--- config.mk ---
export PLATFORM = sky130hd
export DESIGN_NAME = debug_controller
export DESIGN_NICKNAME = d
export VERILOG_FILES = /design/src/rtl/debug_controller.sv
export SDC_FILE = /design/constraint.sdc
export NUM_CORES = 1
export LEC_CHECK = 0
export CELL_PAD_IN_SITES_DETAIL_PLACEMENT = 1
export CELL_PAD_IN_SITES_GLOBAL_PLACEMENT = 2
export CORE_MARGIN = 1
export CORE_UTILIZATION = 30
export DETAILED_ROUTE_END_ITERATION = 10
export HOLD_SLACK_MARGIN = 0.15
export MAX_ROUTING_LAYER = met4
export PLACE_DENSITY = 0.83
export SETUP_SLACK_MARGIN = 0.2
export SLEW_MARGIN = 20
export SYNTH_ARGS = -nofsm -noshare
export SYNTH_HDL_FRONTEND = slang
export SYNTH_SLANG_ARGS = --single-unit
export TNS_END_PERCENT = 100
--- constraint.sdc ---
create_clock -name clk -period 2.5 [get_ports clk]
set_input_delay 0.5 -clock clk [delete_from_list [all_inputs] [get_ports clk]]
set_output_delay 0.5 -clock clk [all_outputs]
set_load 0.01 [all_outputs]
--- src/rtl/debug_controller.sv ---
// debug_controller: halt/step/resume run-control and debug register
// reads for the 5-stage pipeline, driven by a host command channel.
module debug_controller #(
  parameter int DATA_WIDTH     = 32,
  parameter int REG_ADDR_WIDTH = 5,
  parameter int DRAIN_TIMEOUT  = 64
) (
  input  logic                      clk,
  input  logic                      rst_n,
  input  logic                      cmd_valid,
  output logic                      cmd_ready,
  input  logic [1:0]                cmd_op,
  input  logic [REG_ADDR_WIDTH-1:0] cmd_reg,
  output logic                      rsp_valid,
  input  logic                      rsp_ready,
  output logic [DATA_WIDTH-1:0]     rsp_data,
  output logic                      rsp_err,
  output logic                      halted,
  output logic                      pipe_fetch_en,
  input  logic                      pipe_fetch_fire,
  input  logic                      pipe_retire_valid,
  input  logic                      pipe_empty,
  output logic [REG_ADDR_WIDTH-1:0] rf_dbg_addr,
  input  logic [DATA_WIDTH-1:0]     rf_dbg_data
);

  localparam int TW =
    (DRAIN_TIMEOUT > 2) ? $clog2(DRAIN_TIMEOUT) : 1;
  localparam logic [TW-1:0] T_LAST = TW'(DRAIN_TIMEOUT - 1);

  localparam logic [1:0] OP_HALT   = 2'b00;
  localparam logic [1:0] OP_RESUME = 2'b01;
  localparam logic [1:0] OP_STEP   = 2'b10;
  localparam logic [1:0] OP_READ   = 2'b11;

  typedef enum logic [2:0] {
    S_RUN,
    S_DRAIN,
    S_HALTED,
    S_STEP_ISSUE,
    S_STEP_WAIT,
    S_READ
  } state_t;

  state_t                    state_q, state_d;
  logic [TW-1:0]             tmo_q, tmo_d;
  logic [DATA_WIDTH-1:0]     ret_q, ret_d, ret_inc;
  logic                      rsp_valid_d, rsp_err_d;
  logic [DATA_WIDTH-1:0]     rsp_data_d;
  logic [REG_ADDR_WIDTH-1:0] addr_d;
  logic                      accept;
  logic                      tmo_hit;

  assign pipe_fetch_en = (state_q == S_RUN) ||
                         (state_q == S_STEP_ISSUE);
  assign halted    = (state_q == S_HALTED);
  assign cmd_ready = ((state_q == S_RUN) ||
                      (state_q == S_HALTED)) && !rsp_valid;
  assign accept    = cmd_valid && cmd_ready;
  assign tmo_hit   = (tmo_q == T_LAST);

  // retire count saturates instead of wrapping
  assign ret_inc = (pipe_retire_valid && (ret_q != '1)) ?
                   ret_q + DATA_WIDTH'(1) : ret_q;

  always_comb begin
    state_d     = state_q;
    tmo_d       = tmo_q;
    ret_d       = ret_q;
    rsp_valid_d = rsp_valid;
    rsp_data_d  = rsp_data;
    rsp_err_d   = rsp_err;
    addr_d      = rf_dbg_addr;
    if (rsp_valid && rsp_ready) rsp_valid_d = 1'b0;
    unique case (state_q)
      S_RUN: if (accept) begin
        rsp_data_d = '0;
        unique case (1'b1)
          (cmd_op == OP_HALT): begin
            state_d = S_DRAIN;
            tmo_d   = '0;
          end
          (cmd_op == OP_RESUME): begin
            rsp_valid_d = 1'b1;
            rsp_err_d   = 1'b0;
          end
          default: begin
            rsp_valid_d = 1'b1;
            rsp_err_d   = 1'b1;
          end
        endcase
      end
      S_DRAIN: begin
        if (pipe_empty || tmo_hit) begin
          state_d     = S_HALTED;
          rsp_valid_d = 1'b1;
          rsp_data_d  = '0;
          rsp_err_d   = !pipe_empty;
        end else begin
          tmo_d = tmo_q + TW'(1);
        end
      end
      S_HALTED: if (accept) begin
        rsp_data_d = '0;
        unique case (1'b1)
          (cmd_op == OP_HALT): begin
            rsp_valid_d = 1'b1;
            rsp_err_d   = 1'b0;
          end
          (cmd_op == OP_RESUME): begin
            state_d     = S_RUN;
            rsp_valid_d = 1'b1;
            rsp_err_d   = 1'b0;
          end
          (cmd_op == OP_STEP): begin
            state_d = S_STEP_ISSUE;
            ret_d   = '0;
          end
          default: begin
            state_d = S_READ;
            addr_d  = cmd_reg;
          end
        endcase
      end
      S_STEP_ISSUE: if (pipe_fetch_fire) begin
        state_d = S_STEP_WAIT;
        tmo_d   = '0;
      end
      S_STEP_WAIT: begin
        ret_d = ret_inc;
        if (pipe_empty || tmo_hit) begin
          state_d     = S_HALTED;
          rsp_valid_d = 1'b1;
          rsp_data_d  = ret_inc;
          rsp_err_d   = !pipe_empty;
        end else begin
          tmo_d = tmo_q + TW'(1);
        end
      end
      S_READ: begin
        state_d     = S_HALTED;
        rsp_valid_d = 1'b1;
        rsp_err_d   = 1'b0;
        // x0 is hardwired zero regardless of the port value
        rsp_data_d  = (rf_dbg_addr == '0) ? '0 : rf_dbg_data;
      end
      default: state_d = S_RUN;
    endcase
  end

  always_ff @(posedge clk) begin
    if (!rst_n) begin
      state_q     <= S_RUN;
      tmo_q       <= '0;
      ret_q       <= '0;
      rsp_valid   <= 1'b0;
      rsp_data    <= '0;
      rsp_err     <= 1'b0;
      rf_dbg_addr <= '0;
    end else begin
      state_q     <= state_d;
      tmo_q       <= tmo_d;
      ret_q       <= ret_d;
      rsp_valid   <= rsp_valid_d;
      rsp_data    <= rsp_data_d;
      rsp_err     <= rsp_err_d;
      rf_dbg_addr <= addr_d;
    end
  end

endmodule

Yosys cells after proc, flatten, opt, wreduce, memory -nomap -nowiden. Cells that the tools add are included.

Register bits after elaboration: 80. Word-level logic and storage cells: 92. Output and inout bits: 42.

Mux-type cells: 34. Equality and inequality tests: 22. Add/sub/neg operators: 2. Reductions and logical operators: 26. Bitwise gates (word level): 1.

Operator list (count): two-way mux 32 bit (7); case mux 32 bit (4 select lines) (1); case mux 32 bit (2 select lines) (1); adder 32 x 1 -> 32 bit (second input constant) (1); != test 32 bit (second input constant) (1); two-way mux 6 bit (4); case mux 6 bit (3 select lines) (1); != test 2 bit (second input constant) (8); two-way mux 3 bit (5); case mux 3 bit (5 select lines) (1); AND reduction 6 bit (2); two-way mux 1 bit (10); != test 2 x 1 -> 1 bit (second input constant) (5); case mux 3 bit (3 select lines) (1); case mux 1 bit (4 select lines) (2); nonzero test 4 bit (2); adder 6 x 1 -> 6 bit (second input constant) (1); equality test 3 x 2 -> 1 bit (second input constant) (2); equality test 3 bit (second input constant) (2); equality test 6 bit (second input constant) (1); AND reduction 3 bit (2); OR reduction 2 bit (3); zero test 5 bit (1); AND reduction 5 bit (1); 14 further kinds (20).

Longest topological paths before layout. Gate-level depths: netlist of run 1.

Depth in word-level cells: 6. Depth in mapped cells: 9.

Least setup slack after synthesis of run 1. Ideal clock, no wire load.

Kind: input-to-reg. From: in pipe_retire_valid. To: reg rsp_data[31]. Stages on the path: 8. Data required time: 2.383 ns. Arrival time: 2.031 ns. Path slack: 0.352 ns. Cells stage by stage: buf_4 inv_2 or4_4 buf_6 a2111oi_4 xnor2_1 nor2_1 o22a_1.

Word-level cells in the longest chain between the ends: 4.

RTL lines: from (decl) (line 21) `input logic pipe_retire_valid,`; logical AND 1 bit (line 63) `assign ret_inc = (pipe_retire_valid && (ret_q != '1)) ?`; two-way mux 32 bit (line 63); two-way mux 32 bit (line 131) `if (pipe_empty || tmo_hit) begin`; case mux 32 bit (4 select lines) (line 75) `unique case (state_q)`; to (signal assigned) (line 165) `rsp_data <= rsp_data_d;`; to (decl) (line 16) `output logic [DATA_WIDTH-1:0] rsp_data,`.

Every way passes these cells. The select of a mux whose other input is x is not followed. A chain may end at the register's enable or synchronous reset.

Worst setup path after layout of run 1.
From: reg ret_q[0]. To: reg rsp_data[23].

Word-level cells in the longest chain between the ends: 5. Elaborated cells between the ends (all ways): 6. Classes of those cells: 1 x add/sub; 1 x eq/ne; 3 x mux; 1 x reduce/logical.

RTL lines: from (decl) (line 47) `logic [DATA_WIDTH-1:0] ret_q, ret_d, ret_inc;`; from (signal assigned) (line 163) `ret_q <= ret_d;`; parallel branches: the longest is 2 deep, another holds adder 32 x 1 -> 32 bit; two-way mux 32 bit (*) (line 63); two-way mux 32 bit (*) (line 131); case mux 32 bit (4 select lines) (*) (line 75).

Mark *: on every way between the ends. The select of a mux whose other input is x is not followed.

==> results of run 1 <==
kinds of logic after synthesis:
kind of cell,after synthesis
compound gates,198
simple gates,224
buf+inv,56
flops,80
xor+xnor,12
fa+ha+maj,6
mux,13
critical path: stages, from the launching register on:
cell	delay, ps
dfxtp_1	320
ha_1	210
and4_2	280
and4_2	290
buf_4	180
a2111oi_4	340
xor2_1	130
a221oi_1	280
nor2_1	90
sequential cells by signal, indices dropped and copies added, names as in the netlist:
signal,flops
tmo_q,6
rf_dbg_addr,5
rsp_err,1
ret_q,32
state_q,3
rsp_valid,1
rsp_data,32
metrics by stage:
step | setup TNS, ps | hold WS, ps | total power (W)
after floorplan | 0 | 457 | 0.00178
after global placement | -1190 | 476 | 0.00218
after detailed placement | -2220 | 483 | 0.00220
after CTS | 0 | 499 | 0.00366
after global routing | 0 | 521 | 0.00381
final | 0 | 494 | 0.00365
layout by cell type (no fill, tap or decap), types with 8 or more instances in the layout:
cell,synthesis,routed
clkdlybuf4s50_1,0,84
dfxtp_1,80,77
nand2_1,73,73
buf_4,3,65
o21ai_0,67,64
a21oi_1,47,46
nor2_1,46,46
a31oi_1,25,25
nand3_1,20,19
nor3_1,15,13
mux2i_1,12,12
nor4_1,10,10
and2_1,10,9
clkbuf_16,0,9
inv_1,9,8
cell type report:
| cell class | count | area, um^2 |
|---|---|---|
| clock buffer | 10 | 229 |
| timing repair buffer | 155 | 1430 |
| fill | 1762 | 8330 |
| sequential | 80 | 1610 |
| multi-input combinational | 453 | 2800 |
| inverter | 10 | 41.3 |
| tap | 184 | 230 |
| clock inverter | 6 | 93.8 |
layer usage:
layer  global-route usage, %  vias up
met5                       -        -
met4                    8.90        0
met3                    3.27       24
met2                    38.5      117
met1                    26.5     2489
li1                        -     2403
worst paths after layout:
path         slack (ps)  cells past startpoint      endpoint
max                 260                      8  rsp_data[23]
min                 490                      2   rsp_data[7]
max reg2reg         260                      8  rsp_data[23]
min reg2reg         490                      2   rsp_data[7]
repair_timing:
item,4_1_cts,5_1_grt
resized for setup,6,15
buffers inserted,0,5
pin swaps,1,2
hold buffers,0,0
endpoints found under the setup margin,33,33
power by group:
group | internal (W) | switching, W
sequential | 0.00137 | 0.0000683
combinational | 0.000397 | 0.000352
clock | 0.000881 | 0.000582
==> flow_summary_export.csv, run 1 <==
group,metric,value,unit
clocking,htreeDepth,3,
logic_synthesis,ys_async_sr_fraction,0,%
logic_synthesis,synth-simple-area-share,24.7,%
logic_synthesis,netlist_area,4590,um^2
flow_run,drv_cap,0,
floorplan,start_util,31.1,%
timing,tightestPinTransition,489,ps
pwr,ir_worst_vdd,0.308,mV
drt,dr_wl_met3,726,um
hold_path,hold_path_class,"flop to flop",
layout,diodes,0,
clocking,cts_buffers,9,
drt,routed.top_layer,"met4",
timing,fin_crit_sh,89.8,%
logic_synthesis,syn_nets,641,
logic_synthesis,synth_area_per_cell,7.80,um^2
drt,wl_met1,7.30,mm
layout,fin_area,6420,um^2
clocking,clkSinkCount,80,
layout,postLayoutCoreUtil,43.5,%
critical_path,critPathKind,"flop to flop",
logic_synthesis,synth_top_area_cell,"dfxtp_1",
logic_synthesis,synth-compound-area-share,28.0,%
timing,rsz0062_at_grt,"yes",
layout,fin_cells,898,
logic_synthesis,synth_top_family_by_area,"compound AO/OA/AOI/OAI gates",
drt,detail_route.drc_violations,0,
placement,post_dp_cell_area,5980,um^2
logic_synthesis,synth.ff_latch_count,80,
clocking,worst_skew_pair.late_latency,350,ps
critical_path,regToRegStartpoint,"ret_q[0]",
drt,via_count,5033,
timing,setup_ws,255,ps
timing,final_hold_viol_count,0,
layout,syn2layout_area_growth,39.9,%
layout,layout.nets,761,
placement,place_congestion,0.901,
drt,met2_length,8.37,mm
global_routing,grt_first_pass_wirelength,27.3,mm
drt,drtAntennaViolNets,0,
critical_path,startpoint,"ret_q[0]",
timing,fmax,0.445,GHz
placement,placed_cells,877,
timing,maxSlewViolCount,0,
global_routing,grt_max_degree,34,
floorplan,die_w,126,um
placement,io_buffers,87,
global_routing,grt_overflow,0,
logic_synthesis,synth_commonest_cells,"dfxtp_1 (80), nand2_1 (73), o21ai_0 (67)",
timing,skew,11.9,ps
logic_synthesis,synthXorXnorAreaFrac,2.29,%
drt,routed_wl,16.7,mm
clocking,cts-root-buf,"clkbuf_16",
critical_path,setup.worst_path.end_class,"flop",
floorplan,coreArea,14800,um^2
timing,relSlewSlack,67.1,%
clocking,clk_pin_slew,60,ps
drt,drt_iter0_markers,258,
floorplan,die_height,126,um
outcome,status,"finished, final reports clean",
logic_synthesis,ys_types,68,
global_routing,grt_use_total,22.5,%
pwr,p_per_area,568,nW/um^2
critical_path,start_kind,"flop",
layout,drive_above_1_share,16.8,%
logic_synthesis,yosysSeqAreaShare,34.9,%
clocking,cts_buffer_depth,2,
logic_synthesis,synth_edf_count,0,
hold_path,hp-start,"rsp_data[7]",
clocking,cts_tree,"built",
logic_synthesis,synth_ff_type,"dfxtp_1",
logic_synthesis,yosysWarnings,0,
logic_synthesis,synth_top_area_share,34.9,%
logic_synthesis,synthCells,589,
drt,routedWlPerCell,18.6,um
global_routing,antenna_found_initial,0,
drt,firstDrtPassIters,4,
timing,fin_crit,2240,ps
logic_synthesis,synth_adder_area_share,1.63,%
critical_path,cp.required,2730,ps
critical_path,path_max_fanout,8,
floorplan,pin_count,88,
logic_synthesis,synth_area_leaders,"dfxtp_1 (35%), o21ai_0 (7.3%), nand2_1 (6.0%), a21oi_1 (5.1%), nor2_1 (3.8%)",
global_routing,grt_pass1_vias,5353,
floorplan,fp.dieArea,15800,um^2
floorplan,rows,44,
logic_synthesis,yosysMostFrequentCell,"dfxtp_1",
drt,viasPerCell,5.60,
timing,setup_viol_count_final,0,
placement,place_ws,-172,ps
placement,dp_hpwl,12.4,mm
critical_path,arrival,2470,ps
logic_synthesis,synthMuxAreaShare,2.86,%
pwr,leakage,2.30,nW
Note: power is estimated with default switching activity, not from simulation.
==> run 2: changes to the inputs <==
--- a/config.mk
+++ b/config.mk
@@ -14,6 +14,7 @@
 export MAX_ROUTING_LAYER = met4
 export PLACE_DENSITY = 0.83
 export SETUP_SLACK_MARGIN = 0.2
+export SKIP_LAST_GASP = 1
 export SLEW_MARGIN = 20
 export SYNTH_ARGS = -nofsm -noshare
 export SYNTH_HDL_FRONTEND = slang
==> results of run 2 <==
No change in the layout: final DEF, timing and power equal those of run 1.
==> run 3: changes to the inputs <==
--- a/config.mk
+++ b/config.mk
@@ -7,7 +7,7 @@
 export LEC_CHECK = 0
 export CELL_PAD_IN_SITES_DETAIL_PLACEMENT = 1
 export CELL_PAD_IN_SITES_GLOBAL_PLACEMENT = 2
-export CORE_MARGIN = 1
+export CORE_ASPECT_RATIO = 0.6
 export CORE_UTILIZATION = 30
 export DETAILED_ROUTE_END_ITERATION = 10
 export HOLD_SLACK_MARGIN = 0.15
==> run 3 against run 2 <==
Routed wire length is 3.9% higher. Sequential share of layout area increased by 0.21 points. Final area decreased by 0.76%. Register-to-register slack better by 40 ps. Power down 1.9%.
==> flow_summary_export.csv, run 3 (synthesis gave the netlist of run 1 again) <==
group,metric,value,unit
outcome,status,"finished, final reports clean",
floorplan,die_height,97.8,um
critical_path,start_kind,"flop",
clocking,cts-root-buf,"clkbuf_16",
layout,diodes,0,
placement,dp_hpwl,12.9,mm
clocking,cts_tree,"built",
hold_path,hold_path_class,"flop to flop",
critical_path,cp.required,2000,ps
timing,maxSlewViolCount,0,
clocking,clk_pin_slew,60,ps
timing,skew,8.24,ps
global_routing,grt_max_degree,40,
layout,layout_commonest_cell,"clkdlybuf4s50_1",
critical_path,worst_path_max_delay_cell,"clkdlybuf4s50_1",
timing,fmax,0.451,GHz
critical_path,arrival,1720,ps
drt,drt_iter0_markers,264,
placement,place_congestion,0.947,
timing,fin_crit,2220,ps
clocking,htreeDepth,3,
drt,drtAntennaViolNets,0,
drt,routed_wl,17.3,mm
drt,viasPerCell,5.48,
critical_path,critPathMaxStageDelay,560,ps
layout,top_regs,"ret_q: 32 flops, rsp_data: 32 flops, tmo_q: 6 flops",
floorplan,start_util,31.2,%
floorplan,fp.dieArea,15800,um^2
global_routing,grt_pass1_vias,5161,
flow_run,drv_cap,0,
floorplan,pin_count,88,
floorplan,rows,34,
timing,fin_setup_tns,0,ps
layout,postLayoutCoreUtil,43.3,%
timing,relSlewSlack,67.3,%
drt,via_count,4974,
pwr,ir_worst_vdd,0.304,mV
global_routing,grt_overflow,0,
floorplan,die_w,162,um
layout,layout.nets,756,
pwr,leakage,2.21,nW
layout,syn2layout_area_growth,38.8,%
global_routing,antenna_found_initial,0,
drt,firstDrtPassIters,4,
floorplan,coreArea,14700,um^2
layout,final_cell_mix,"clkdlybuf4s50_1 (85), dfxtp_1 (76), nand2_1 (73), o21ai_0 (64), buf_4 (58)",
clocking,cts_buffer_depth,2,
critical_path,path_max_fanout,17,
drt,detail_route.drc_violations,0,
timing,rsz0062_at_grt,"yes",
timing,fin_hold_ws,485,ps
layout,drive_above_1_share,17.2,%
critical_path,critPathKind,"flop to output port",
timing,fin_crit_sh,88.7,%
global_routing,grt_first_pass_wirelength,27.9,mm
critical_path,path_cells,"buf_4, nor3_1, clkdlybuf4s50_1",
timing,tightestPinTransition,489,ps
clocking,cts_buffers,9,
placement,io_buffers,87,
timing,setup_viol_count_final,0,
placement,place_ws,-171,ps
pwr,p_per_area,561,nW/um^2
timing,setup_ws,283,ps
timing,final_hold_viol_count,0,
critical_path,setup.worst_path.end_class,"output port",
clocking,clkSinkCount,80,
drt,routedWlPerCell,19.1,um
clocking,worst_skew_pair.late_latency,350,ps
global_routing,grt_use_total,23.2,%
## run 3: changes by cell type in the layout (fill, tap and decap cells not counted), moves of 3 or more
cell / delta
clkinv_4: -3
buf_4: -7
clkinv_2: +3
nor4_2: +3
## run 3: metal layers
| layer | part of all wire, % | up-vias | GRT usage (%) |
|---|---|---|---|
| li1 | - | 2400 | - |
| met1 | 51 | 2428 | 32.9 |
| met2 | 42 | 135 | 34.5 |
| met3 | 6.4 | 11 | 4.16 |
| met4 | 0.61 | 0 | 3.85 |
| met5 | 0 | - | - |
## run 3: metrics by stage
stage	total power, W	area (um^2)	instances
2_1_floorplan	0.00178	4590	589
3_3_place_gp	0.00222	6010	890
3_5_place_dp	0.00225	6010	890
4_1_cts	0.00359	6300	906
5_1_grt	0.00371	6370	907
6_report	0.00358	6370	907
## run 3: layout make-up
class	count	area (um^2)
Clock buffer	10	229
Clock inverter	6	60.1
Fill cell	1800	8340
Inverter	10	37.5
Multi-Input combinational cell	453	2790
Sequential cell	80	1610
Tap cell	198	248
Timing Repair Buffer	150	1400
## run 3: what timing repair did
item / CTS / global route
setup endpoints to repair: 5 / 47
setup buffers: 0 / 1
hold buffers: 0 / 0
pin swaps: 1 / 3
gates resized for setup: 3 / 24
## run 3: path summary, 6_finish.rpt
path,from,slack (ps),cells after the start,to
max,state_q[0],280,3,halted
min,ret_q[1],490,2,ret_q[1]
max reg2reg,ret_q[5],300,6,ret_q[11]
min reg2reg,ret_q[1],490,2,ret_q[1]
## run 3: worst max-delay path: cells and delay by family, from the launching register on
| family | cells | cell delay (ps) |
|---|---|---|
| simple gates | 1 | 180 |
| flops | 1 | 390 |
| buf+inv | 2 | 800 |
## run 3: power by group
| group | switching [W] | internal (W) | total (W) |
|---|---|---|---|
| logic | 0.000374 | 0.000425 | 0.000799 |
| clock network | 0.000578 | 0.000769 | 0.00135 |
| registers | 0.0000652 | 0.00137 | 0.00143 |
